File: src/rtl/fir_mac_sequencer.sv
// Serial multiplierless FIR: one tap at a time, coefficient consumed one nibble per cycle,
// each nonzero nibble selects an odd multiple from the external precomputer plus a shift.
module fir_mac_sequencer #(
  parameter int IN_DATA_WIDTH = 17,
  parameter int PC_WIDTH      = IN_DATA_WIDTH + 4,
  parameter int COEF_WIDTH    = 16,
  parameter int NTAPS         = 8,
  parameter int ACC_WIDTH     = IN_DATA_WIDTH + COEF_WIDTH + $clog2(NTAPS)
) (
  input  logic                        clk,
  input  logic                        rst,
  input  logic                        in_valid,
  output logic                        in_ready,
  input  logic [IN_DATA_WIDTH-1:0]    in_data,
  input  logic [NTAPS*COEF_WIDTH-1:0] coef_flat,
  output logic [IN_DATA_WIDTH-1:0]    pc_data,
  input  logic [PC_WIDTH-1:0]         pc_x1,
  input  logic [PC_WIDTH-1:0]         pc_x3,
  input  logic [PC_WIDTH-1:0]         pc_x5,
  input  logic [PC_WIDTH-1:0]         pc_x7,
  input  logic [PC_WIDTH-1:0]         pc_x9,
  input  logic [PC_WIDTH-1:0]         pc_x11,
  input  logic [PC_WIDTH-1:0]         pc_x13,
  input  logic [PC_WIDTH-1:0]         pc_x15,
  output logic                        y_valid,
  input  logic                        y_ready,
  output logic [ACC_WIDTH-1:0]        y_data,
  output logic                        busy
);

  localparam int NNIB  = COEF_WIDTH / 4;
  localparam int NIB_W = (NNIB > 1) ? $clog2(NNIB) : 1;
  localparam int TAP_W = $clog2(NTAPS);
  localparam int SH_W  = $clog2(ACC_WIDTH);

  typedef enum logic [1:0] {S_IDLE, S_LOAD, S_MAC, S_OUT} state_t;

  state_t                   state_q, state_d;
  logic [IN_DATA_WIDTH-1:0] delay_q [NTAPS];
  logic [COEF_WIDTH-1:0]    coef_q  [NTAPS];
  logic [ACC_WIDTH-1:0]     acc_q;
  logic [TAP_W-1:0]         tap_q;
  logic [NIB_W-1:0]         nib_q;
  logic [PC_WIDTH-1:0]      odd_mult [8];

  logic                     accept, last_nib, last_tap;
  logic [3:0]               digit;
  logic [1:0]               tz;
  logic [2:0]               mult_idx;
  logic [SH_W-1:0]          shift;
  logic [ACC_WIDTH-1:0]     addend;

  // Index k holds the multiple 2k+1 of pc_data.
  assign odd_mult[0] = pc_x1;
  assign odd_mult[1] = pc_x3;
  assign odd_mult[2] = pc_x5;
  assign odd_mult[3] = pc_x7;
  assign odd_mult[4] = pc_x9;
  assign odd_mult[5] = pc_x11;
  assign odd_mult[6] = pc_x13;
  assign odd_mult[7] = pc_x15;

  assign in_ready = (state_q == S_IDLE);
  assign busy     = (state_q != S_IDLE);
  assign accept   = in_valid && in_ready;
  assign last_nib = (nib_q == NIB_W'(NNIB - 1));
  assign last_tap = (tap_q == TAP_W'(NTAPS - 1));

  // Nibble d = m * 2^tz with m odd; the addend is odd_mult[m] shifted into the nibble's weight.
  always_comb begin
    // NOTE: every always_comb output gets a default first, so no path can infer a latch.
    digit    = coef_q[tap_q][{nib_q, 2'b00} +: 4];
    tz       = 2'd0;
    casez (digit)
      4'b???1: tz = 2'd0;
      4'b??10: tz = 2'd1;
      4'b?100: tz = 2'd2;
      4'b1000: tz = 2'd3;
      default: tz = 2'd0;
    endcase
    mult_idx = 3'(digit >> ({1'b0, tz} + 3'd1));
    shift    = SH_W'({nib_q, 2'b00}) + SH_W'(tz);
    addend   = '0;
    if (digit != 4'd0) addend = ACC_WIDTH'(odd_mult[mult_idx]) << shift;
  end

  always_ff @(posedge clk or posedge rst) begin
    // NOTE: sequential state uses non-blocking assignments only.
    if (rst) state_q <= S_IDLE;
    else     state_q <= state_d;
  end

  always_comb begin
    state_d = state_q;
    case (state_q)
      S_IDLE:  if (accept) state_d = S_LOAD;
      S_LOAD:  state_d = S_MAC;
      S_MAC:   if (last_nib) state_d = last_tap ? S_OUT : S_LOAD;
      S_OUT:   if (y_ready) state_d = S_IDLE;
      default: state_d = S_IDLE;
    endcase
  end

  always_ff @(posedge clk or posedge rst) begin
    if (rst) begin
      // NOTE: delay line and coefficient arrays are reset as well, so a restart sees zero history.
      for (int i = 0; i < NTAPS; i++) begin
        delay_q[i] <= '0;
        coef_q[i]  <= '0;
      end
      acc_q   <= '0;
      tap_q   <= '0;
      nib_q   <= '0;
      pc_data <= '0;
      y_data  <= '0;
      y_valid <= 1'b0;
    end else begin
      case (state_q)
        S_IDLE: begin
          if (accept) begin
            delay_q[0] <= in_data;
            for (int i = 1; i < NTAPS; i++) delay_q[i] <= delay_q[i-1];
            for (int i = 0; i < NTAPS; i++) coef_q[i] <= coef_flat[i*COEF_WIDTH +: COEF_WIDTH];
            acc_q <= '0;
            tap_q <= '0;
          end
        end
        S_LOAD: begin
          pc_data <= delay_q[tap_q];
          nib_q   <= '0;
        end
        S_MAC: begin
          acc_q <= acc_q + addend;
          nib_q <= nib_q + NIB_W'(1);
          if (last_nib) begin
            if (last_tap) begin
              y_data  <= acc_q + addend;
              y_valid <= 1'b1;
            end else begin
              tap_q <= tap_q + TAP_W'(1);
            end
          end
        end
        S_OUT: if (y_ready) y_valid <= 1'b0;
        default: ;
      endcase
    end
  end

endmodule
File: config.mk
export PLATFORM = sky130hd
export DESIGN_NAME = fir_mac_sequencer
export DESIGN_NICKNAME = d
export VERILOG_FILES = /design/src/rtl/fir_mac_sequencer.sv
export SDC_FILE = /design/constraint.sdc
export NUM_CORES = 1
export LEC_CHECK = 0
export BUFFER_PORTS_ARGS = -buffer_cell sky130_fd_sc_hd__buf_2
export CAP_MARGIN = 25
export CORE_ASPECT_RATIO = 0.9
export CORE_MARGIN = 3
export CORE_UTILIZATION = 40
export CTS_CLUSTER_DIAMETER = 100
export DETAILED_ROUTE_END_ITERATION = 8
export PLACE_DENSITY = 0.62
export SYNTH_ARGS = -nofsm -noshare
export SYNTH_HDL_FRONTEND = slang
export SYNTH_SLANG_ARGS = --single-unit
File: constraint.sdc
create_clock -name clk -period 13.4 [get_ports clk]
set_input_delay 4.02 -clock clk [delete_from_list [all_inputs] [get_ports clk]]
set_output_delay 4.02 -clock clk [all_outputs]
set_load 0.02 [all_outputs]
==> metrics.yaml <==
outcome: "finished clean"
initial_core_util_pct: 40.6
crit_slowest_cell: "dfrtp_2"
synth.avg_cell_area_um2: 11.0
dp_hpwl_mm: 47.1
crit_path_end_kind: "register"
grtUsageTotal_pct: 23.1
cts.sinks: 361
drtAntennaViolNets: 0
drt-met1-wl_mm: 27.6
clk_pin_slew_worst_paths_ns: 0.06
grt_max_degree: 185
hold_class: "register to register"
synth_ff_type: "dfrtp_1"
cpMostUsedCell: "buf_4"
vias: 17000
rsz0062_at_grt: "false"
die_h_um: 224
yosysUniqueCellTypes: 90
ys_seq_area_share_pct: 42.9
ys_top_cells_by_count: "dfrtp_1 (361), mux2_2 (286), nand2_1 (159)"
arrival_ns: 9.52
finalCritPeriodShare_pct: 67.9
crit_type: "register to register"
post_cts_resized: 0
coreArea_um2: 51900
grt_pass1_vias: 17300
max_freq_mhz: 110
highest_layer: "met5"
drv_cap: 0
viasPerCell: 5.74
hold_start: "y_data[2]"
layout-drive-gt1-share_pct: 37.5
wire_per_inst_um: 22.1
ys_async_sr_fraction_pct: 100
synth.largest_area_cell: "dfrtp_1"
fin_crit_ns: 9.10
r2r_cells: 28
fin_skew_ns: 0.0302
antenna_found_initial: 7
htree_levels: 2
die_x_um: 248
drv_slew: 0
final_hold_viol_count: 0
relSlewSlack_pct: 31.6
wl_met2_mm: 30.5
cp_max_fo: 41
synth_top_area_share_pct: 42.9
mappedNetlistArea_um2: 21100
cp.required_ns: 13.82
synth_edf_count: 0
ios: 373
tightest_slew_ns: 1.03
gp_congestion: 0.942
dr.pass1.iters: 5
dieArea_um2: 55500
setup_viol: 0
ys_ff_latch: 361
drc: 0
holdPathStages: 2
nNetsFinal: 2597
cpPeakStageDelay_ns: 0.93
rows: 79
grt_pass1_wl_mm: 99.7
syn_nets: 2277
cp-start-kind: "register"
post_cts_buffers: 0
grt-ovfl-total: 0
rr_startpoint: "tap_q[2]"
yosysMostFrequentCell: "dfrtp_1"
cts_inserted_buffers: 42
routed-wl-met3_mm: 5.12
numPortBuffers: 372
cts_tree: "yes"
startpoint: "tap_q[2]"
syn_inst: 1917
wl_mm: 65.4
yosys_warnings: 0
final.setup.tns_ns: 0
area_delta_synth_final_pct: 18.8
hold_buffers: 0
clock_path_buffers: 3
synth_area_leaders: "dfrtp_1 (43%), mux2_2 (15%), mux4_2 (5.1%), mux2i_1 (3.8%), nand2_1 (2.8%)"
drt_iter0_drc: 1171
clk_latency_ns: 0.58
cts_root_buffer: "clkbuf_16"
final cells by class:
class / instances / area, um2
clock inverters: 20 / 285
clock buffers: 57 / 1210
diodes: 4 / 10.0
well taps: 688 / 861
inverters: 36 / 139
multi-input cells: 1391 / 11300
fillers: 4722 / 26900
flip-flops and latches: 361 / 9040
repair buffers: 405 / 2170
per-stage QoR:
stage / instances / worst slack, ns / cell area (um2) / utilization, % / hold WS, ns
3_3_place_gp: 2878 / 4.02 / 23500 / 45.2 / 0.456
3_5_place_dp: 2879 / 4.10 / 23500 / 45.2 / 0.469
4_1_cts: 2956 / 4.22 / 25000 / 48.1 / 0.482
5_1_grt: 2962 / 3.30 / 25000 / 48.2 / 0.503
2_1_floorplan: 1917 / 4.54 / 21100 / - / 0.456
6_report: 2962 / 4.30 / 25000 / 48.2 / 0.475
critical path: cells and delay by family, from the launching register on:
family                     cells  cell delay [ns]
xor gates and xnor gates       2             0.42
buffers and inverters          5             1.59
adders and majority gates      1             0.25
and+or+nand+nor                7             1.35
AOI/OAI and AO/OA             13             4.35
DFF                            1             0.93
sequential cells by signal, indices dropped and copies added (netlist names):
signal / count
delay_q: 136
coef_q: 128
acc_q: 36
y_data: 36
pc_data: 17
tap_q: 3
nib_q: 2
state_q: 2
y_valid: 1
path summary, 6_finish.rpt:
| kind | end | slack (ns) |
|---|---|---|
| worst max-delay path | y_data[35] | 4.30 |
| worst min-delay path | y_data[2] | 0.47 |
| worst max register to register | y_data[35] | 4.30 |
| worst min register to register | y_data[2] | 0.47 |
| max in group asynchronous | nib_q[1] | 8.77 |
| min in group asynchronous | coef_q[29] | 3.37 |
placed cells by master, fill, tap and decap left out, drive strengths merged, types with 15 or more instances in the layout:
cell type  instances
a22oi             18
a21oi             96
ha                42
clkbuf            57
dfrtp            361
a21o              39
o221ai            17
o211ai            21
xor2              15
o22ai             24
mux2             294
a31oi             19
nor3              17
o21ai            130
inv               37
xnor2             22
nand3             42
nand2            159
nor2              82
mux4              48
buf              405
mux2i             82
and2              17
a211oi            19
per-layer routing:
metal	up-vias	GRT usage, %
met4	6	7.94
met3	127	5.00
met5	-	0
li1	7826	-
met1	8415	30.6
met2	638	37.4
kinds of logic after synthesis:
| kind of cell | count (synthesis) | synth area share (%) |
|---|---|---|
| multiplexers | 424 | 24.8 |
| flip-flops | 361 | 42.9 |
| AO/OA/AOI/OAI | 498 | 15.9 |
| XOR/XNOR | 37 | 1.54 |
| buffers and inverters | 165 | 3.58 |
| AND/OR/NAND/NOR | 388 | 8.64 |
| adder cells (fa/ha/maj) | 44 | 2.64 |
Power is not shown: default switching activity piles up to over one toggle a cycle in this logic, so the estimate is an artifact.
